$ cat config.mk
export PLATFORM = sky130hd
export DESIGN_NAME = cdc_mmio_fifo
export DESIGN_NICKNAME = d
export VERILOG_FILES = /design/src/rtl/cdc_mmio_fifo_pkg.sv /design/src/rtl/cdc_mmio_fifo_sync_fifo.sv /design/src/rtl/cdc_mmio_fifo.sv
export SDC_FILE = /design/constraint.sdc
export NUM_CORES = 1
export LEC_CHECK = 0
export ABC_AREA = 1
export ABC_CLOCK_PERIOD_IN_PS = 5900
export BUFFER_PORTS_ARGS = -buffer_cell sky130_fd_sc_hd__buf_2
export CAP_MARGIN = 20
export CORE_MARGIN = 8
export CORE_UTILIZATION = 38
export DETAILED_ROUTE_END_ITERATION = 8
export PLACE_DENSITY = 0.52
export SYNTH_ARGS = -nofsm -noshare
export SYNTH_HDL_FRONTEND = slang
export SYNTH_SLANG_ARGS = --single-unit
export TNS_END_PERCENT = 1
$ cat constraint.sdc
create_clock -name clk_i -period 5.9 [get_ports clk_i]
set_clock_uncertainty 0.1 [all_clocks]
set_input_delay 0.885 -clock clk_i [delete_from_list [all_inputs] [get_ports clk_i]]
set_output_delay 0.885 -clock clk_i [all_outputs]
set_load 0.02 [all_outputs]
$ cat src/rtl/cdc_mmio_fifo_pkg.sv
// Shared constants for the CPU <-> USB_CDC MMIO FIFO bridge.
// Register indices, register bit positions and reset thresholds.
package cdc_mmio_fifo_pkg;

    localparam logic [1:0] REG_DATA    = 2'd0;
    localparam logic [1:0] REG_STATUS  = 2'd1;
    localparam logic [1:0] REG_IRQ_CFG = 2'd2;
    localparam logic [1:0] REG_CTRL    = 2'd3;

    localparam int ST_OUT_EMPTY = 0;
    localparam int ST_OUT_FULL  = 1;
    localparam int ST_IN_EMPTY  = 2;
    localparam int ST_IN_FULL   = 3;
    localparam int ST_OVF       = 4;
    localparam int ST_UDF       = 5;
    localparam int ST_OUT_LVL   = 8;
    localparam int ST_IN_LVL    = 16;

    localparam int CFG_OUT_IE  = 0;
    localparam int CFG_IN_IE   = 1;
    localparam int CFG_OUT_THR = 8;
    localparam int CFG_IN_THR  = 16;

    localparam int CTL_FLUSH_OUT = 0;
    localparam int CTL_FLUSH_IN  = 1;
    localparam int CTL_CLR_OVF   = 4;
    localparam int CTL_CLR_UDF   = 5;

    localparam logic [7:0] OUT_THR_RST = 8'd1;
    localparam logic [7:0] IN_THR_RST  = 8'd0;

endpackage

$ cat src/rtl/cdc_mmio_fifo_sync_fifo.sv
// Single-clock first-word-fall-through FIFO with one-cycle flush.
// Full/empty are judged before this cycle's pop, so a full FIFO drops pushes.
module sync_fifo
    import cdc_mmio_fifo_pkg::*;
#(
    parameter int WIDTH = 8,
    parameter int DEPTH = 16
) (
    input  logic                     clk_i,
    input  logic                     rstn_i,
    input  logic                     push_i,
    input  logic                     pop_i,
    input  logic                     flush_i,
    input  logic [WIDTH-1:0]         data_i,
    output logic [WIDTH-1:0]         data_o,
    output logic                     empty_o,
    output logic                     full_o,
    output logic [$clog2(DEPTH):0]   level_o
);

    localparam int AW = $clog2(DEPTH);

    logic [WIDTH-1:0] r_mem [DEPTH];
    logic [AW:0]      r_wptr;
    logic [AW:0]      r_rptr;
    logic             w_push;
    logic             w_pop;

    assign level_o = r_wptr - r_rptr;
    assign empty_o = (level_o == '0);
    assign full_o  = (level_o == (AW+1)'(DEPTH));
    assign w_push  = push_i && !full_o && !flush_i;
    assign w_pop   = pop_i && !empty_o && !flush_i;
    assign data_o  = r_mem[r_rptr[AW-1:0]];

    // Storage write; contents need no reset since pointers define validity
    always_ff @(posedge clk_i) begin
        if (w_push)
            r_mem[r_wptr[AW-1:0]] <= data_i;
    end

    // Pointer update; flush empties the FIFO and discards same-cycle traffic
    always_ff @(posedge clk_i or negedge rstn_i) begin
        if (!rstn_i) begin
            r_wptr <= '0;
            r_rptr <= '0;
        end else if (flush_i) begin
            r_wptr <= '0;
            r_rptr <= '0;
        end else begin
            if (w_push) r_wptr <= r_wptr + 1'b1;
            if (w_pop)  r_rptr <= r_rptr + 1'b1;
        end
    end

endmodule

$ cat src/rtl/cdc_mmio_fifo.sv
// MMIO FIFO bridge: CPU bus registers over IN (CPU->host) and OUT (host->CPU) FIFOs.
// Define CDC_MMIO_FIFO_ERR_EN for sticky overflow/underflow flags in STATUS.
module cdc_mmio_fifo
    import cdc_mmio_fifo_pkg::*;
#(
    parameter int BUS_W     = 32,
    parameter int DATA_W    = 8,
    parameter int IN_DEPTH  = 16,
    parameter int OUT_DEPTH = 16
) (
    input  logic              clk_i,
    input  logic              rstn_i,
    input  logic              sel_i,
    input  logic              read_i,
    input  logic              write_i,
    input  logic [1:0]        addr_i,
    input  logic [BUS_W-1:0]  data_i,
    output logic [BUS_W-1:0]  data_o,
    output logic              in_irq_o,
    output logic              out_irq_o,
    output logic [DATA_W-1:0] in_data_o,
    output logic              in_valid_o,
    input  logic              in_ready_i,
    input  logic [DATA_W-1:0] out_data_i,
    input  logic              out_valid_i,
    output logic              out_ready_o
);

    localparam int IAW = $clog2(IN_DEPTH);
    localparam int OAW = $clog2(OUT_DEPTH);

    logic              w_rd, w_wr;
    logic              w_data_rd, w_data_wr, w_cfg_wr, w_ctrl_wr;
    logic              w_out_empty, w_out_full, w_in_empty, w_in_full;
    logic [OAW:0]      w_out_level;
    logic [IAW:0]      w_in_level;
    logic [7:0]        w_out_lvl8, w_in_lvl8;
    logic [DATA_W-1:0] w_out_head;
    logic              w_ovf, w_udf;
    logic [BUS_W-1:0]  w_status, w_rdata;

    logic [BUS_W-1:0]  r_data;
    logic              r_out_ie, r_in_ie;
    logic [7:0]        r_out_thr, r_in_thr;
    logic              r_out_irq, r_in_irq;

    assign w_rd      = sel_i && read_i;
    assign w_wr      = sel_i && write_i && !read_i;
    assign w_data_rd = w_rd && (addr_i == REG_DATA);
    assign w_data_wr = w_wr && (addr_i == REG_DATA);
    assign w_cfg_wr  = w_wr && (addr_i == REG_IRQ_CFG);
    assign w_ctrl_wr = w_wr && (addr_i == REG_CTRL);

    sync_fifo #(.WIDTH(DATA_W), .DEPTH(OUT_DEPTH)) u_out_fifo (
        .clk_i   (clk_i),
        .rstn_i  (rstn_i),
        .push_i  (out_valid_i),
        .pop_i   (w_data_rd),
        .flush_i (w_ctrl_wr && data_i[CTL_FLUSH_OUT]),
        .data_i  (out_data_i),
        .data_o  (w_out_head),
        .empty_o (w_out_empty),
        .full_o  (w_out_full),
        .level_o (w_out_level)
    );

    sync_fifo #(.WIDTH(DATA_W), .DEPTH(IN_DEPTH)) u_in_fifo (
        .clk_i   (clk_i),
        .rstn_i  (rstn_i),
        .push_i  (w_data_wr),
        .pop_i   (in_ready_i),
        .flush_i (w_ctrl_wr && data_i[CTL_FLUSH_IN]),
        .data_i  (data_i[DATA_W-1:0]),
        .data_o  (in_data_o),
        .empty_o (w_in_empty),
        .full_o  (w_in_full),
        .level_o (w_in_level)
    );

    assign in_valid_o  = !w_in_empty;
    assign out_ready_o = !w_out_full;
    assign w_out_lvl8  = 8'(w_out_level);
    assign w_in_lvl8   = 8'(w_in_level);
    assign data_o      = r_data;
    assign out_irq_o   = r_out_irq;
    assign in_irq_o    = r_in_irq;

`ifdef CDC_MMIO_FIFO_ERR_EN
    logic r_ovf, r_udf;

    // Sticky error flags; a new error wins over a same-cycle clear
    always_ff @(posedge clk_i or negedge rstn_i) begin
        if (!rstn_i) begin
            r_ovf <= 1'b0;
            r_udf <= 1'b0;
        end else begin
            if (w_data_wr && w_in_full)
                r_ovf <= 1'b1;
            else if (w_ctrl_wr && data_i[CTL_CLR_OVF])
                r_ovf <= 1'b0;
            if (w_data_rd && w_out_empty)
                r_udf <= 1'b1;
            else if (w_ctrl_wr && data_i[CTL_CLR_UDF])
                r_udf <= 1'b0;
        end
    end

    assign w_ovf = r_ovf;
    assign w_udf = r_udf;
`else
    assign w_ovf = 1'b0;
    assign w_udf = 1'b0;
`endif

    // STATUS word assembly
    always_comb begin
        w_status                   = '0;
        w_status[ST_OUT_EMPTY]     = w_out_empty;
        w_status[ST_OUT_FULL]      = w_out_full;
        w_status[ST_IN_EMPTY]      = w_in_empty;
        w_status[ST_IN_FULL]       = w_in_full;
        w_status[ST_OVF]           = w_ovf;
        w_status[ST_UDF]           = w_udf;
        w_status[ST_OUT_LVL +: 8]  = w_out_lvl8;
        w_status[ST_IN_LVL +: 8]   = w_in_lvl8;
    end

    // Read-data mux; an empty OUT FIFO reads as zero
    always_comb begin
        w_rdata = '0;
        unique case (addr_i)
            REG_DATA:    w_rdata = w_out_empty ? '0 : BUS_W'(w_out_head);
            REG_STATUS:  w_rdata = w_status;
            REG_IRQ_CFG: begin
                w_rdata[CFG_OUT_IE]        = r_out_ie;
                w_rdata[CFG_IN_IE]         = r_in_ie;
                w_rdata[CFG_OUT_THR +: 8]  = r_out_thr;
                w_rdata[CFG_IN_THR +: 8]   = r_in_thr;
            end
            default:     w_rdata = '0;
        endcase
    end

    // Registered read data, held until the next read
    always_ff @(posedge clk_i or negedge rstn_i) begin
        if (!rstn_i)
            r_data <= '0;
        else if (w_rd)
            r_data <= w_rdata;
    end

    // IRQ configuration register
    always_ff @(posedge clk_i or negedge rstn_i) begin
        if (!rstn_i) begin
            r_out_ie  <= 1'b0;
            r_in_ie   <= 1'b0;
            r_out_thr <= OUT_THR_RST;
            r_in_thr  <= IN_THR_RST;
        end else if (w_cfg_wr) begin
            r_out_ie  <= data_i[CFG_OUT_IE];
            r_in_ie   <= data_i[CFG_IN_IE];
            r_out_thr <= data_i[CFG_OUT_THR +: 8];
            r_in_thr  <= data_i[CFG_IN_THR +: 8];
        end
    end

    // Level-threshold interrupts, registered one cycle behind the levels
    always_ff @(posedge clk_i or negedge rstn_i) begin
        if (!rstn_i) begin
            r_out_irq <= 1'b0;
            r_in_irq  <= 1'b0;
        end else begin
            r_out_irq <= r_out_ie && (w_out_lvl8 >= r_out_thr);
            r_in_irq  <= r_in_ie && (w_in_lvl8 <= r_in_thr);
        end
    end

endmodule
==> results of run 1 <==
worst paths after layout:
| check | start | endpoint | slack [ps] | depth (start not counted) |
|---|---|---|---|---|
| worst min-delay path | data_o[11]$_DFFE_PN0P_ | data_o[11]$_DFFE_PN0P_ | 370 | 2 |
| worst min register to register | data_o[11]$_DFFE_PN0P_ | data_o[11]$_DFFE_PN0P_ | 370 | 2 |
| worst max-delay path | u_in_fifo.r_rptr[0]$_DFFE_PN0P_ | in_valid_o | 1790 | 9 |
| min in group asynchronous | rstn_i | r_out_thr[5]$_DFFE_PN0P_ | 450 | 2 |
| max in group asynchronous | rstn_i | u_in_fifo.r_rptr[0]$_DFFE_PN0P_ | 4650 | 2 |
| worst max register to register | u_in_fifo.r_rptr[0]$_DFFE_PN0P_ | u_in_fifo.r_mem[4][6]$_DFFE_PP_ | 2030 | 9 |
power groups by stage:
stage / clock network (mW) / registers, mW / logic, mW
final: 2.16 / 2.78 / 2.71
after global routing: 2.30 / 2.80 / 3.05
after CTS: 2.21 / 2.78 / 2.74
after detailed placement: 0 / 2.82 / 2.73
after global placement: 0 / 2.82 / 2.69
after floorplan: 0 / 2.83 / 1.87
logic make-up after synthesis:
group / count (synthesis)
AND/OR/NAND/NOR: 575
flip-flops: 320
AO/OA/AOI/OAI: 199
buffers and inverters: 135
adder cells (fa/ha/maj): 35
XOR/XNOR: 16
multiplexers: 2
other: 1
registers in the layout (all words and copies together), names as in the netlist, 5 cells and up:
signal             count
u_out_fifo.r_rptr      5
data_o                24
u_in_fifo.r_wptr       5
u_out_fifo.r_wptr      5
u_in_fifo.r_mem      128
u_out_fifo.r_mem     128
r_in_thr               8
r_out_thr              8
u_in_fifo.r_rptr       5
metal layers:
| metal | routed length (µm) | up-vias |
|---|---|---|
| li1 | - | 4605 |
| met1 | 16500 | 4516 |
| met2 | 15700 | 238 |
| met3 | 1900 | 51 |
| met4 | 737 | 0 |
| met5 | 0 | - |
final cells by class:
| type | instances | area, µm² | area share [%] |
|---|---|---|---|
| flip-flops and latches | 320 | 9290 | 58.1 |
| multi-input cells | 835 | 4240 | 26.5 |
| clock buffers | 47 | 972 | 6.07 |
| well taps | 468 | 586 | 3.66 |
| repair buffers | 90 | 485 | 3.03 |
| inverters | 69 | 259 | 1.62 |
| clock inverters | 17 | 174 | 1.09 |
tightest hold or removal path: cells and delay by family (launching register included):
family | cells | cell delay (ps)
AND/OR/NAND/NOR | 2 | 100
flip-flops | 1 | 340
through the flow:
stage	utilization, %	hold WS [ps]	worst slack [ps]	area (µm²)
2_1_floorplan	-	357	2890	14100
3_3_place_gp	40.7	359	2050	14900
3_5_place_dp	40.7	364	2020	14900
4_1_cts	43.8	378	1750	16000
5_1_grt	43.8	397	1590	16000
6_report	43.8	375	1790	16000
placed cells by master (no fill, tap or decap), types with 3 or more instances in the layout:
cell type,netlist,final
nand2_1,287,287
edfxtp_1,256,256
nor2_1,145,145
nand3_1,107,107
o21ai_0,80,80
buf_2,18,76
inv_1,64,62
dfrtp_1,63,61
a21oi_1,58,58
clkbuf_16,0,36
ha_1,33,33
o22ai_1,27,27
nand4_1,15,15
buf_4,10,14
xor2_1,12,12
o221ai_1,11,11
a22o_1,8,8
conb_1,1,8
clkbuf_1,31,8
clkinv_1,2,7
o31ai_1,6,6
o211ai_1,6,6
inv_2,3,4
nand3_2,4,4
nor3_1,6,4
clkinv_2,0,4
clkinvlp_4,0,4
nand2_4,3,3
nor3_2,1,3
clkinv_8,0,3
clkbuf_8,0,3
==> reports/results.ini, run 1 <==
[clock_tree]
clkLatencyLatePin_ps = 540
cts_htree_levels = 2
cts_sinks = 320
cts_resized = 0
tritoncts = built
path_clk_slew_ps = 60
clockBufferDepth = 3
postCtsSetupBuffers = 0
clk_root_buffer_cell = clkbuf_16
cts_hold_buf = 0
cts_made_buffers = 36

[synthesis]
synth_top_cell_by_area = edfxtp_1
synthAdderAreaFrac_pct = 3.22
ys_seq_area_share_pct = 66.1
synth.avg_cell_area_um2 = 11.0
synth_top_family_by_area = simple AND/OR/NAND/NOR gates
ys_async_sr_fraction_pct = 20.0
synthMuxAreaShare_pct = 0.160
yosysMostFrequentCell = nand2_1
ys.flop_type = edfxtp_1
synth_compound_area_share_pct = 8.12
yosys-top-cells-area = edfxtp_1 (55%), dfrtp_1 (11%), nand2_1 (7.7%), nor2_1 (3.9%), nand3_1 (3.8%)
synth_xor_area_share_pct = 1.10
synth_top_area_share_pct = 54.7
yosys_warnings = 0
synth_area_mm2 = 0.0140
syn-instance-count = 1283
synth_seq_cells = 320
ys_types = 42
synth_edf_count = 256
synthSimpleGateAreaFrac_pct = 17.2
ys_top_cells_by_count = nand2_1 (287), edfxtp_1 (256), nor2_1 (145), nand3_1 (107), o21ai_0 (80)

[global_routing]
use_met1_pct = 22.5
grt_pass1_wl_mm = 54.3
antenna_found_initial = 0
met2_usage_pct = 24.8
grt_start_max_net_pins = 69
grt_usage_pct = 16.0
grtUsageMet3_pct = 3.04
grt_overflow = 0
grt_pass1_vias = 9112
grt_busiest_layer = met2

[final_layout]
final_layout_size_suffix_gt1_share_pct = 12.3
n_fill_cell = 3376
stdcell_count = 1846
area_delta_synth_final_pct = 13.9
diodes = 0
nNetsFinal = 1436

[pwr]
power_switching_mw = 2.91
power_frac_comb_pct = 35.4
ir_drop_v = 0.000233
p_sw_share_pct = 38.0
p_leak_nw = 6.31
pwr_density_cell_mw_per_mm2 = 478
clkPwrFrac_pct = 28.3
pwr-share-seq_pct = 36.3
power.internal_mw = 4.74
total_power_mw = 7.65

[setup_path]
crit_fanout = 68
slowest_stage = buf_4
cp.required_ps = 4910
cp-end-kind = output pin
crit_type = reg2out
slowest_delay_ps = 550
worstPathArrival_ps = 3130
path_cells = buf_4, ha_1, inv_1, fa_1, inv_1, nand2_1, nor2_1, nand3_2, buf_2
critPathLaunchType = flip-flop
cp_top_family = buffers and inverters
worst-path-buf-inv = 4
worst_path_most_repeated_cell = inv_1

[place]
port_buffers = 76
gp_congestion = 0.810
place_hpwl_mm = 21.8
dp.cells = 1782

[floorplanning]
rows = 70
die_area_mm2 = 0.0434
die_h_um = 208
initial_core_util_pct = 38.5
ios = 93
core-area_mm2 = 0.0365
fp.dieW_um = 208

[sta]
max_freq_ghz = 0.243
finalHoldViolations = 0
max-slew-margin-rel_pct = 36.2
grt_setup_unrepaired = no
period_share_pct = 69.7
fin_crit_ps = 4110
tightest_slew_ps = 954
finalSetupTns_ps = 0
finalSetupViolations = 0
slew_viol_final = 0

[route]
via_count = 9410
drc_errors = 0
detail_route.vias_per_cell = 5.10
drt_iter0_markers = 783
first_pass_iters = 5
antenna_left = 0
drt_wl_total_mm = 34.8
wire_per_inst_um = 18.9

[job]
maxCapViolations = 0

[min_path]
hold_class = reg2reg

[status]
status = complete, no violations

(Power assumes the default switching activity.)
==> run 2: changes to the inputs <==
ABC_CLOCK_PERIOD_IN_PS = 3400   (was 5900)
PLACE_DENSITY = 0.54   (was 0.52)
clock period = 3.4 ns   (was 5.9 ns; I/O delays follow)
==> run 2 against run 1 <==
  * Hold slack worse by 230 ps
  * Clock-buffer cell count down 5
  * Critical endpoint unchanged
  * Largest cell class unchanged
  * Die area unchanged
==> reports/results.ini, run 2 (synthesized netlist as in run 1, its figures left out) <==
[floorplanning]
rows = 70
fp.dieW_um = 208
core-area_mm2 = 0.0365
die_area_mm2 = 0.0434
ios = 93
initial_core_util_pct = 38.5
die_h_um = 208

[clock_tree]
tritoncts = built
clockBufferDepth = 3
cts_made_buffers = 35
cts_sinks = 320
clk_root_buffer_cell = clkbuf_16
cts_htree_levels = 2
clkLatencyLatePin_ps = 510
path_clk_slew_ps = 60

[final_layout]
n_fill_cell = 3369
final_layout_size_suffix_gt1_share_pct = 14.3
area_delta_synth_final_pct = 16.4
diodes = 0
nNetsFinal = 1473
multiInputGateArea_mm2 = 0.00422
final_common_cell = nand2_1
seq_area_mm2 = 0.00929
final_area_mm2 = 0.0164
final_cell_mix = nand2_1 (287), edfxtp_1 (256), nor2_1 (144)

[route]
via_count = 9616
detail_route.vias_per_cell = 5.11
drt_wl_total_mm = 34.9
drc_errors = 0
first_pass_iters = 5
antenna_left = 0
drt_iter0_markers = 735
wire_per_inst_um = 18.5

[setup_path]
crit_fanout = 7
cp-end-kind = output pin
path_cells = inv_1, ha_1, inv_1, fa_1, inv_1, nand2_1, nor2_2, nand3_2, buf_2
slowest_stage = fa_1
critPathLaunchType = flip-flop
worst_path_most_repeated_cell = inv_1
cp.required_ps = 2790
worstPathArrival_ps = 2610
crit_type = reg2out
slowest_delay_ps = 450

[sta]
max-slew-margin-rel_pct = 46.6
period_share_pct = 94.7
tightest_slew_ps = 798
finalHoldViolations = 0
max_freq_ghz = 0.311
fin_hold_ws_ps = 145
slew_viol_final = 0
finalSetupViolations = 0
fin_crit_ps = 3220

[pwr]
total_power_mw = 13.6
p_leak_nw = 6.55
pwr_density_cell_mw_per_mm2 = 834
ir_drop_v = 0.000393

[job]
maxCapViolations = 0

[place]
gp_congestion = 0.827
port_buffers = 76
post_dp_cell_area_mm2 = 0.0151
place_hpwl_mm = 22.2

[global_routing]
grt_pass1_wl_mm = 55.1
grt_start_max_net_pins = 69
grt_pass1_vias = 9642
antenna_found_initial = 0
grt_usage_pct = 16.0
grt_overflow = 0

[min_path]
hold_class = in2reg

[status]
status = complete, no violations

run 2: changes by cell type in the layout (fill, tap and decap cells not counted), sizes merged:
cell / delta
dlygate4sd3: +1
clkbuf: -5
inv: +3
bufinv: +5
clkinvlp: -3
buf: +37
clkinv: -1
run 2: critical path: cells and delay by family, from the launching register on:
kind	cells	cell delay, ps
adders and majority gates	2	640
buffers and inverters	4	550
DFF	1	430
and+or+nand+nor	3	490
run 2: path summary, 6_finish.rpt:
path | startpoint | to | slack [ps] | cells past startpoint
max in group asynchronous | rstn_i | r_out_thr[0]$_DFFE_PN1P_ | 2150 | 3
min in group asynchronous | rstn_i | data_o[11]$_DFFE_PN0P_ | 340 | 2
worst min register to register | data_o[10]$_DFFE_PN0P_ | data_o[10]$_DFFE_PN0P_ | 370 | 2
worst max register to register | u_out_fifo.r_wptr[0]$_DFFE_PN0P_ | u_out_fifo.r_mem[3][0]$_DFFE_PP_ | 320 | 12
worst max-delay path | u_in_fifo.r_wptr[0]$_DFFE_PN0P_ | in_valid_o | 180 | 9
worst min-delay path | data_i[8] | r_out_thr[0]$_DFFE_PN1P_ | 140 | 2
run 2: cell type report:
cell class,instances,share of cell area [%]
Tap cell,468,3.58
Timing Repair Buffer,128,4.73
Clock inverter,21,1.78
Multi-Input combinational cell,835,25.8
Sequential cell,320,56.8
Inverter,69,1.61
Clock buffer,42,5.65
run 2: power by group:
group	internal [mW]	leakage (nW)	switching, mW
combinational	1.52	2.85	3.33
sequential	4.59	3.10	0.192
clock	2.48	0.593	1.52
total	8.59	6.55	5.04
run 2: per-stage QoR:
step                      worst slack, ps  instances  TNS, ps  utilization, %
after floorplan                       392       1290        0               -
after global placement                381       1819        0            41.4
after detailed placement              298       1819        0            41.4
after CTS                            59.8       1883        0            44.8
after global routing                -1.89       1883    -1.89            44.8
final                                 181       1883        0            44.8
run 2: metal layers:
layer / vias up / GRT usage (%) / share of wire (%) / wire, µm
li1: 4680 / - / - / -
met1: 4632 / 22.5 / 47 / 16200
met2: 253 / 25.2 / 45 / 15700
met3: 51 / 2.72 / 6.3 / 2220
met4: 0 / 4.48 / 2.1 / 732
met5: - / 0 / 0 / 0
run 2: repair_timing:
item                                    in CTS  in global routing
endpoints found under the setup margin       0                  7
gates resized for setup                      0                  2
hold buffers                                 1                  0
endpoints found under the hold margin       14                  0
setup buffers                                0                  0
